===== src/rtl/intr_pkg.sv =====
// Shared definitions for the interrupt arbiter slice.
// Holds the FSM state encoding, the BR level width, and the default
// iopage vectors and bus-request levels that device blocks hand to the arbiter.
package intr_pkg;

    localparam int unsigned LevelW = 3;

    typedef enum logic [1:0] {
        StIdle    = 2'd0,
        StPresent = 2'd1,
        StHoldoff = 2'd2
    } intr_state_e;

    // Default device vectors (octal byte addresses).
    localparam logic [7:0] ClkVec = 8'o100;
    localparam logic [7:0] TtiVec = 8'o060;
    localparam logic [7:0] TtoVec = 8'o064;

    // Bus-request levels.
    localparam logic [LevelW-1:0] Br4 = 3'd4;
    localparam logic [LevelW-1:0] Br5 = 3'd5;
    localparam logic [LevelW-1:0] Br6 = 3'd6;
    localparam logic [LevelW-1:0] Br7 = 3'd7;

endpackage


===== src/rtl/intr_arbiter_if.sv =====
// Interrupt bus between the device register blocks / CPU trap sequencer and the arbiter.
//   src_req        per-source request level
//   src_vector     per-source vector, source i at [VEC_W*i +: VEC_W]
//   src_level      per-source BR level, source i at [3*i +: 3]
//   cpu_ipl        current PSW priority
//   cpu_int_ack    CPU commits to the presented interrupt (one-cycle pulse)
//   cpu_int_req    interrupt pending to the CPU
//   cpu_int_vector vector of the granted source (0 when no request)
//   cpu_int_level  BR level of the granted source (0 when no request)
//   src_ack        one-hot one-cycle acknowledge to the granted source
// Modport master is the device/CPU side, slave is the arbiter.
interface intr_arbiter_if #(
    parameter int unsigned NUM_SRC = 4,
    parameter int unsigned VEC_W   = 8
);
    logic [NUM_SRC-1:0]       src_req;
    logic [VEC_W*NUM_SRC-1:0] src_vector;
    logic [3*NUM_SRC-1:0]     src_level;
    logic [2:0]               cpu_ipl;
    logic                     cpu_int_ack;
    logic                     cpu_int_req;
    logic [VEC_W-1:0]         cpu_int_vector;
    logic [2:0]               cpu_int_level;
    logic [NUM_SRC-1:0]       src_ack;

    modport master (
        output src_req, src_vector, src_level, cpu_ipl, cpu_int_ack,
        input  cpu_int_req, cpu_int_vector, cpu_int_level, src_ack
    );

    modport slave (
        input  src_req, src_vector, src_level, cpu_ipl, cpu_int_ack,
        output cpu_int_req, cpu_int_vector, cpu_int_level, src_ack
    );
endinterface


===== src/rtl/intr_prio_enc.sv =====
// Combinational priority encoder for interrupt sources.
//   src_req_i      per-source request
//   src_level_i    per-source BR level, source i at [LevelW*i +: LevelW]
//   cpu_ipl_i      current CPU priority
//   any_eligible_o some source has req=1 and level > ipl
//   winner_o       highest-level eligible source, lowest index on a tie
module intr_prio_enc
    import intr_pkg::*;
#(
    parameter int unsigned NUM_SRC = 4,
    parameter int unsigned IdxW    = (NUM_SRC > 1) ? $clog2(NUM_SRC) : 1
) (
    input  logic [NUM_SRC-1:0]        src_req_i,
    input  logic [LevelW*NUM_SRC-1:0] src_level_i,
    input  logic [LevelW-1:0]         cpu_ipl_i,
    output logic                      any_eligible_o,
    output logic [IdxW-1:0]           winner_o
);

    logic [LevelW-1:0] lvl;
    logic [LevelW-1:0] best;

    // Scan in daisy-chain order; strict '>' keeps the lowest index on a level tie.
    // Level 0 can never exceed an unsigned ipl, so it is never eligible.
    always_comb begin
        any_eligible_o = 1'b0;
        winner_o       = '0;
        best           = '0;
        lvl            = '0;
        for (int unsigned i = 0; i < NUM_SRC; i++) begin
            lvl = src_level_i[LevelW*i +: LevelW];
            if (src_req_i[i] && (lvl > cpu_ipl_i) && (!any_eligible_o || (lvl > best))) begin
                any_eligible_o = 1'b1;
                best           = lvl;
                winner_o       = IdxW'(i);
            end
        end
    end

endmodule


===== src/rtl/intr_arbiter.sv =====
// Interrupt arbiter: picks the highest-priority eligible iopage source against the
// CPU's PSW priority, presents its vector/level, and pulses src_ack to it when the
// CPU takes the trap. All outputs are registered.
//   clk     system clock
//   reset   synchronous, active-high
//   bus_io  intr_arbiter_if slave side (requests/vectors/levels in, grant/acks out)
module intr_arbiter
    import intr_pkg::*;
#(
    parameter int unsigned NUM_SRC = 4,
    parameter int unsigned VEC_W   = 8
) (
    input  logic          clk,
    input  logic          reset,
    intr_arbiter_if.slave bus_io
);

    localparam int unsigned IdxW = (NUM_SRC > 1) ? $clog2(NUM_SRC) : 1;

    intr_state_e          state_q, state_d;
    logic [IdxW-1:0]      grant_q, grant_d;
    logic [VEC_W-1:0]     vec_q, vec_d;
    logic [LevelW-1:0]    lvl_q, lvl_d;
    logic                 req_q, req_d;
    logic [NUM_SRC-1:0]   ack_q, ack_d;

    logic                 any_eligible;
    logic [IdxW-1:0]      winner;
    logic                 withdraw;

    intr_prio_enc #(
        .NUM_SRC (NUM_SRC),
        .IdxW    (IdxW)
    ) u_prio_enc (
        .src_req_i      (bus_io.src_req),
        .src_level_i    (bus_io.src_level),
        .cpu_ipl_i      (bus_io.cpu_ipl),
        .any_eligible_o (any_eligible),
        .winner_o       (winner)
    );

    // The granted source has dropped its request or fallen to/below the CPU priority.
    assign withdraw = !bus_io.src_req[grant_q] ||
                      (bus_io.src_level[LevelW*grant_q +: LevelW] <= bus_io.cpu_ipl);

    // State register.
    always_ff @(posedge clk) begin
        if (reset) begin
            state_q <= StIdle;
        end else begin
            state_q <= state_d;
        end
    end

    // Next state. Ack is tested before withdrawal: the CPU has already committed.
    always_comb begin
        state_d = state_q;
        unique case (state_q)
            StIdle:    if (any_eligible) state_d = StPresent;
            StPresent: begin
                if (bus_io.cpu_int_ack) begin
                    state_d = StHoldoff;
                end else if (withdraw) begin
                    state_d = StIdle;
                end
            end
            StHoldoff: state_d = StIdle;
            default:   state_d = StIdle;
        endcase
    end

    // Next values of the registered outputs.
    always_comb begin
        grant_d = grant_q;
        vec_d   = '0;
        lvl_d   = '0;
        req_d   = (state_d == StPresent);
        ack_d   = '0;
        if (state_q == StIdle && any_eligible) begin
            grant_d = winner;
            vec_d   = bus_io.src_vector[VEC_W*winner +: VEC_W];
            lvl_d   = bus_io.src_level[LevelW*winner +: LevelW];
        end else if (state_d == StPresent) begin
            vec_d = vec_q;
            lvl_d = lvl_q;
        end
        if (state_q == StPresent && bus_io.cpu_int_ack) begin
            ack_d[grant_q] = 1'b1;
        end
    end

    always_ff @(posedge clk) begin
        if (reset) begin
            grant_q <= '0;
            vec_q   <= '0;
            lvl_q   <= '0;
            req_q   <= 1'b0;
            ack_q   <= '0;
        end else begin
            grant_q <= grant_d;
            vec_q   <= vec_d;
            lvl_q   <= lvl_d;
            req_q   <= req_d;
            ack_q   <= ack_d;
        end
    end

    assign bus_io.cpu_int_req    = req_q;
    assign bus_io.cpu_int_vector = vec_q;
    assign bus_io.cpu_int_level  = lvl_q;
    assign bus_io.src_ack        = ack_q;

endmodule


===== src/flat_wrapper.sv =====
// flat-port wrapper written by rule: the top's interface ports become plain ports
module intr_arbiter_flat import intr_pkg::*;
#(
    parameter int unsigned NUM_SRC = 4,
    parameter int unsigned VEC_W   = 8
)
  (clk, reset, bus_io_src_req, bus_io_src_vector, bus_io_src_level, bus_io_cpu_ipl, bus_io_cpu_int_ack, bus_io_cpu_int_req, bus_io_cpu_int_vector, bus_io_cpu_int_level, bus_io_src_ack);
  intr_arbiter_if #(.NUM_SRC(NUM_SRC), .VEC_W(VEC_W)) bus_io_i ();
  input  logic clk;
  input  logic reset;
  input wire logic [$bits(bus_io_i.src_req)-1:0] bus_io_src_req;
  input wire logic [$bits(bus_io_i.src_vector)-1:0] bus_io_src_vector;
  input wire logic [$bits(bus_io_i.src_level)-1:0] bus_io_src_level;
  input wire logic [$bits(bus_io_i.cpu_ipl)-1:0] bus_io_cpu_ipl;
  input wire logic [$bits(bus_io_i.cpu_int_ack)-1:0] bus_io_cpu_int_ack;
  output wire logic [$bits(bus_io_i.cpu_int_req)-1:0] bus_io_cpu_int_req;
  output wire logic [$bits(bus_io_i.cpu_int_vector)-1:0] bus_io_cpu_int_vector;
  output wire logic [$bits(bus_io_i.cpu_int_level)-1:0] bus_io_cpu_int_level;
  output wire logic [$bits(bus_io_i.src_ack)-1:0] bus_io_src_ack;
  assign bus_io_i.src_req = bus_io_src_req;
  assign bus_io_i.src_vector = bus_io_src_vector;
  assign bus_io_i.src_level = bus_io_src_level;
  assign bus_io_i.cpu_ipl = bus_io_cpu_ipl;
  assign bus_io_i.cpu_int_ack = bus_io_cpu_int_ack;
  assign bus_io_cpu_int_req = bus_io_i.cpu_int_req;
  assign bus_io_cpu_int_vector = bus_io_i.cpu_int_vector;
  assign bus_io_cpu_int_level = bus_io_i.cpu_int_level;
  assign bus_io_src_ack = bus_io_i.src_ack;
  intr_arbiter #(.NUM_SRC(NUM_SRC), .VEC_W(VEC_W)) u_core (.clk(clk), .reset(reset), .bus_io(bus_io_i));
endmodule

===== config.mk =====
export PLATFORM = sky130hd
export DESIGN_NAME = intr_arbiter_flat
export DESIGN_NICKNAME = d
export VERILOG_FILES = /design/src/rtl/intr_pkg.sv /design/src/rtl/intr_arbiter_if.sv /design/src/rtl/intr_prio_enc.sv /design/src/rtl/intr_arbiter.sv /design/src/flat_wrapper.sv
export SDC_FILE = /design/constraint.sdc
export NUM_CORES = 1
export LEC_CHECK = 0
export ABC_AREA = 0
export CELL_PAD_IN_SITES_DETAIL_PLACEMENT = 1
export CELL_PAD_IN_SITES_GLOBAL_PLACEMENT = 1
export CORE_MARGIN = 2
export CORE_UTILIZATION = 35
export CTS_CLUSTER_DIAMETER = 150
export DETAILED_ROUTE_END_ITERATION = 16
export PLACE_DENSITY = 0.87
export SYNTH_ARGS = -nofsm -noshare
export SYNTH_HDL_FRONTEND = slang
export SYNTH_HIERARCHICAL = 1
export SYNTH_SLANG_ARGS = --single-unit
export TNS_END_PERCENT = 100

===== constraint.sdc =====
create_clock -name clk -period 20.8 [get_ports clk]
set_input_delay 6.24 -clock clk [delete_from_list [all_inputs] [get_ports clk]]
set_output_delay 6.24 -clock clk [all_outputs]
set_load 0.02 [all_outputs]

==> run summary <==
The run finished with clean final reports. Wire segments on met2 add up to 3010 um in the final route. The warning count from the yosys run is 6, and the arrival time reported for the critical path endpoint is 12.25 ns. For the number of H-tree levels, the log shows 1. The floorplan step defined a die boundary enclosing 5570 um2. Proportion of power drawn by combinational gates: 0.481.

The number of nets in the synthesized netlist is 241. Entering global routing, the biggest net connects 14 pins. After the first detailed-routing iteration, the DRC count stood at 41. The detailed-routed wire length on met3 was 108 um.

After synthesis the netlist holds a flip-flop and latch count of 20. The initialized floorplan defines 25 standard-cell rows. The netlist uses 40 different library cells. Setup total negative slack on the finished layout was measured at 0 ns. The run gives 0 as the number of buffers inserted by hold repair at cts. The fraction of power spent switching nets is 0.336.

Dividing the detail-routed wire length by the instance count gives 18.2 um. The floorplan step defined a core boundary enclosing 4750 um2. The clock buffer count from CTS came out at 3. The worst-case IR drop observed on VDD is 28.1 uV.

The area growth from synthesis to layout is 45.9%. The worst-path maximum fanout was 12. The fmax is 82.7 MHz. Internal power comes to 0.0000975 W. The first global-routing pass estimated 8690 um of wire. The clock arrives with 0.00719 ns of skew. For the worst-skew pair, the clock arrives at the later sink with an insertion delay of 0.26 ns. Summed over all nets, the switching power comes to 0.0000493 W.

The tools report the initial antenna violation count as 0. Post-CTS repair changed the size of 0 cells. Total power density per cell area: 57.7 nW/um2.

The logs give 0.229 for the part of the Yosys area used for sequential elements and 0 for the hold violation total from the final report. The number of clock sinks was 20. The fraction of layout instances using a drive strength above 1 works out to 0.148. Number of max-cap violations: 0. The final layout contains routed wiring with a total length of 5410 um. The leakage power came out at 1.02 nW. The part of the cycle the worst path needs was 0.582; the width of the chip was 74.6 um. The count of port buffers added during placement was 69; the per-instance average area after synthesis was 10.7 um2. The tools report the final RePlAce weighted congestion as 0.880. The logs give 540 for the number of inserted filler cells in the final layout and 20.95 ns for the required time reported for the critical path endpoint. The number of max-slew violations in the final report came out at 0. Setup violations remaining at the end of the flow were counted as 0. The final layout contains 309 nets.

In the post-route analysis, the smallest setup slack over all paths is 8.70 ns. Overall fraction of global-route tracks in use: 0.209. Setup repair after global routing left no endpoint under its margin.

TritonCTS built the clock tree. After clock tree synthesis, the setup repair step added 0 buffers. After detailed routing, the wire length on met1 is 2200 um. In the routed design, unresolved DRC markers number 0. Across all layers, the routed design uses 1605 vias. Dividing the detail-routed via count by the number of cells gives 5.40.

The tools report the number of global-route vias before repair as 1775. The tools report the relative slew slack as 0.221. The highest layer touched by signal routing is met4. The min-delay analysis places its worst path in the category reg -> reg. The run gives 0.313 as the fraction of power consumed by sequential logic. For the pin with the worst max-slew slack, the measured transition is 1.17 ns.

Ranked by total cell area, the synthesized netlist is headed by sky130_fd_sc_hd__dfxtp_1, sky130_fd_sc_hd__ha_1, sky130_fd_sc_hd__mux4_2. For the length of the first detailed-routing pass in iterations, the log shows 4. The clock network fraction of design power came out at 0.205.

The worst setup path is of the in -> reg kind. The tree is rooted in a sky130_fd_sc_hd__clkbuf_8. The area fraction of the dominant cell type after synthesis works out to 0.229.

Number of nets still failing antenna checks after routing: 0. The number of cells produced by synthesis is 163. The clock period minus final worst setup slack works out to 12.10 ns.

STA classifies the critical path endpoint as a flip-flop. The largest total area in the synthesized netlist belongs to sky130_fd_sc_hd__dfxtp_1. The wire-length estimate of the detail-placed layout is 4500 um.

70 I/O pins were placed. No sink is reached through more buffers than the 2 on the longest clock path. The worst setup path is launched from a primary input. Measured along the y axis, the die boundary spans 74.6 um. OpenSTA, run right after detailed placement, puts the worst setup slack at 8.43 ns. The sum of overflow across all layers after global routing was 0; the clock input transition at the sequential cells of the worst setup and hold paths was 0.08 ns. The synthesized netlist occupies a cell area of 1750 um2.

The starting density of the core was 0.367; the diode insertion count for antenna repair was 0.
==> Yosys cell counts <==
master and count:
sky130_fd_sc_hd__mux4_2 12, sky130_fd_sc_hd__a22o_1 1, sky130_fd_sc_hd__a21o_1 3, sky130_fd_sc_hd__buf_6 2
sky130_fd_sc_hd__and3_2 1, sky130_fd_sc_hd__buf_1 1, sky130_fd_sc_hd__a32o_1 11, sky130_fd_sc_hd__a21bo_2 1
sky130_fd_sc_hd__o21a_1 2, sky130_fd_sc_hd__o21ai_4 1, sky130_fd_sc_hd__nor2_2 2, sky130_fd_sc_hd__o21ai_1 2
sky130_fd_sc_hd__o211ai_1 1, sky130_fd_sc_hd__mux2i_1 2, sky130_fd_sc_hd__nand3_1 6, sky130_fd_sc_hd__nor3_1 2
sky130_fd_sc_hd__mux2_2 2, sky130_fd_sc_hd__a21oi_1 5, sky130_fd_sc_hd__a21o_2 2, sky130_fd_sc_hd__nor4_1 1
sky130_fd_sc_hd__mux2_4 1, sky130_fd_sc_hd__a211oi_2 1, sky130_fd_sc_hd__and3_4 2, sky130_fd_sc_hd__a31oi_1 2
sky130_fd_sc_hd__clkbuf_1 3, sky130_fd_sc_hd__nor4b_1 2, sky130_fd_sc_hd__nor3_4 1, sky130_fd_sc_hd__nor2b_1 2
sky130_fd_sc_hd__nor2_1 5, sky130_fd_sc_hd__ha_1 24, sky130_fd_sc_hd__o21ai_0 4, sky130_fd_sc_hd__nand2_1 7
sky130_fd_sc_hd__a22oi_1 2, sky130_fd_sc_hd__a211oi_1 1, sky130_fd_sc_hd__buf_2 1, sky130_fd_sc_hd__dfxtp_1 20
sky130_fd_sc_hd__nor3b_1 2, sky130_fd_sc_hd__a21boi_2 2, sky130_fd_sc_hd__mux4_1 3, sky130_fd_sc_hd__inv_1 18
==> path summary, 6_finish.rpt <==
path	startpoint	to	slack (ns)	cells past startpoint
worst max register to register	u_core/grant_q[0]	u_core/bus_io.cpu_int_vector[0]	18.52	6
worst min register to register	u_core/bus_io.cpu_int_vector[3]	u_core/bus_io.cpu_int_vector[3]	0.50	1
worst min-delay path	u_core/bus_io.cpu_int_vector[3]	u_core/bus_io.cpu_int_vector[3]	0.50	1
worst max-delay path	bus_io_src_level[0]	u_core/bus_io.cpu_int_vector[0]	8.70	26
==> metal layers <==
metal,GRT usage,vias up
met5,0,-
met4,0.0873,0
met3,0.0308,8
met2,0.374,32
met1,0.249,788
li1,-,777
==> sequential cells by signal, indices dropped and copies added (netlist names) <==
register                      cells
u_core/bus_io.cpu_int_level       3
u_core/bus_io.src_ack             4
u_core/state_q                    2
u_core/bus_io.cpu_int_req         1
u_core/grant_q                    2
u_core/bus_io.cpu_int_vector      8
==> power groups by stage <==
stage	logic (W)	clock network [W]	registers [W]
final	0.0000707	0.0000301	0.0000460
after global routing	0.0000770	0.0000329	0.0000466
after CTS	0.0000710	0.0000308	0.0000460
after detailed placement	0.0000706	0	0.0000469
after global placement	0.0000682	0	0.0000466
after floorplan	0.0000405	0	0.0000493
==> cell families after synthesis <==
logic type | synth area share
buf+inv | 0.0631
mux | 0.233
compound gates | 0.191
flops | 0.229
fa+ha+maj | 0.172
simple gates | 0.112
==> worst max-delay path, stage by stage <==
cell and delay (ns):
sky130_fd_sc_hd__clkdlybuf4s50_1 0.54, sky130_fd_sc_hd__inv_1 0.09, sky130_fd_sc_hd__ha_1 0.30, sky130_fd_sc_hd__and3_4 0.20, sky130_fd_sc_hd__nor3_4 0.33, sky130_fd_sc_hd__nand2_1 0.11
sky130_fd_sc_hd__ha_1 0.30, sky130_fd_sc_hd__nor2b_1 0.15, sky130_fd_sc_hd__o21a_1 0.18, sky130_fd_sc_hd__o21ai_0 0.19, sky130_fd_sc_hd__a21boi_2 0.11, sky130_fd_sc_hd__a22oi_1 0.27
sky130_fd_sc_hd__ha_1 0.30, sky130_fd_sc_hd__a21o_1 0.17, sky130_fd_sc_hd__a21oi_1 0.14, sky130_fd_sc_hd__a31oi_1 0.08, sky130_fd_sc_hd__o21ai_4 0.21, sky130_fd_sc_hd__mux2_2 0.36
sky130_fd_sc_hd__ha_1 0.30, sky130_fd_sc_hd__a21o_1 0.11, sky130_fd_sc_hd__a21oi_1 0.06, sky130_fd_sc_hd__a31oi_1 0.14, sky130_fd_sc_hd__o21ai_1 0.09, sky130_fd_sc_hd__a21bo_2 0.48
sky130_fd_sc_hd__mux4_2 0.56, sky130_fd_sc_hd__a32o_1 0.22
==> cells in the final DEF (no fill, tap or decap), types with 4 or more instances in the layout <==
| cell | instances |
|---|---|
| sky130_fd_sc_hd__clkdlybuf4s50_1 | 69 |
| sky130_fd_sc_hd__nand3_1 | 6 |
| sky130_fd_sc_hd__o21ai_0 | 4 |
| sky130_fd_sc_hd__mux4_2 | 12 |
| sky130_fd_sc_hd__a21oi_1 | 5 |
| sky130_fd_sc_hd__dfxtp_1 | 20 |
| sky130_fd_sc_hd__nor2_1 | 5 |
| sky130_fd_sc_hd__nand2_1 | 7 |
| sky130_fd_sc_hd__clkbuf_8 | 4 |
| sky130_fd_sc_hd__inv_1 | 18 |
| sky130_fd_sc_hd__a32o_1 | 11 |
| sky130_fd_sc_hd__ha_1 | 24 |
==> layout make-up <==
cell class,instances,area (um2),area share
sequential,20,400,0.157
tap,67,83.8,0.0329
inverter,18,67.6,0.0265
clock buffer,4,55.1,0.0216
multi-input combinational,118,1240,0.487
timing repair buffer,70,698,0.274
==> stage by stage <==
stage / cells / total power [W] / cell area (um2) / hold WS, ns / utilization
final: 297 / 0.000147 / 2550 / 0.499 / 0.536
after global routing: 297 / 0.000157 / 2550 / 0.518 / 0.536
after CTS: 297 / 0.000148 / 2550 / 0.504 / 0.536
after detailed placement: 293 / 0.000117 / 2490 / 0.485 / 0.524
after global placement: 293 / 0.000115 / 2490 / 0.475 / 0.524
after floorplan: 163 / 0.0000898 / 1750 / 0.496 / -
Note: power is estimated with default switching activity, not from simulation.
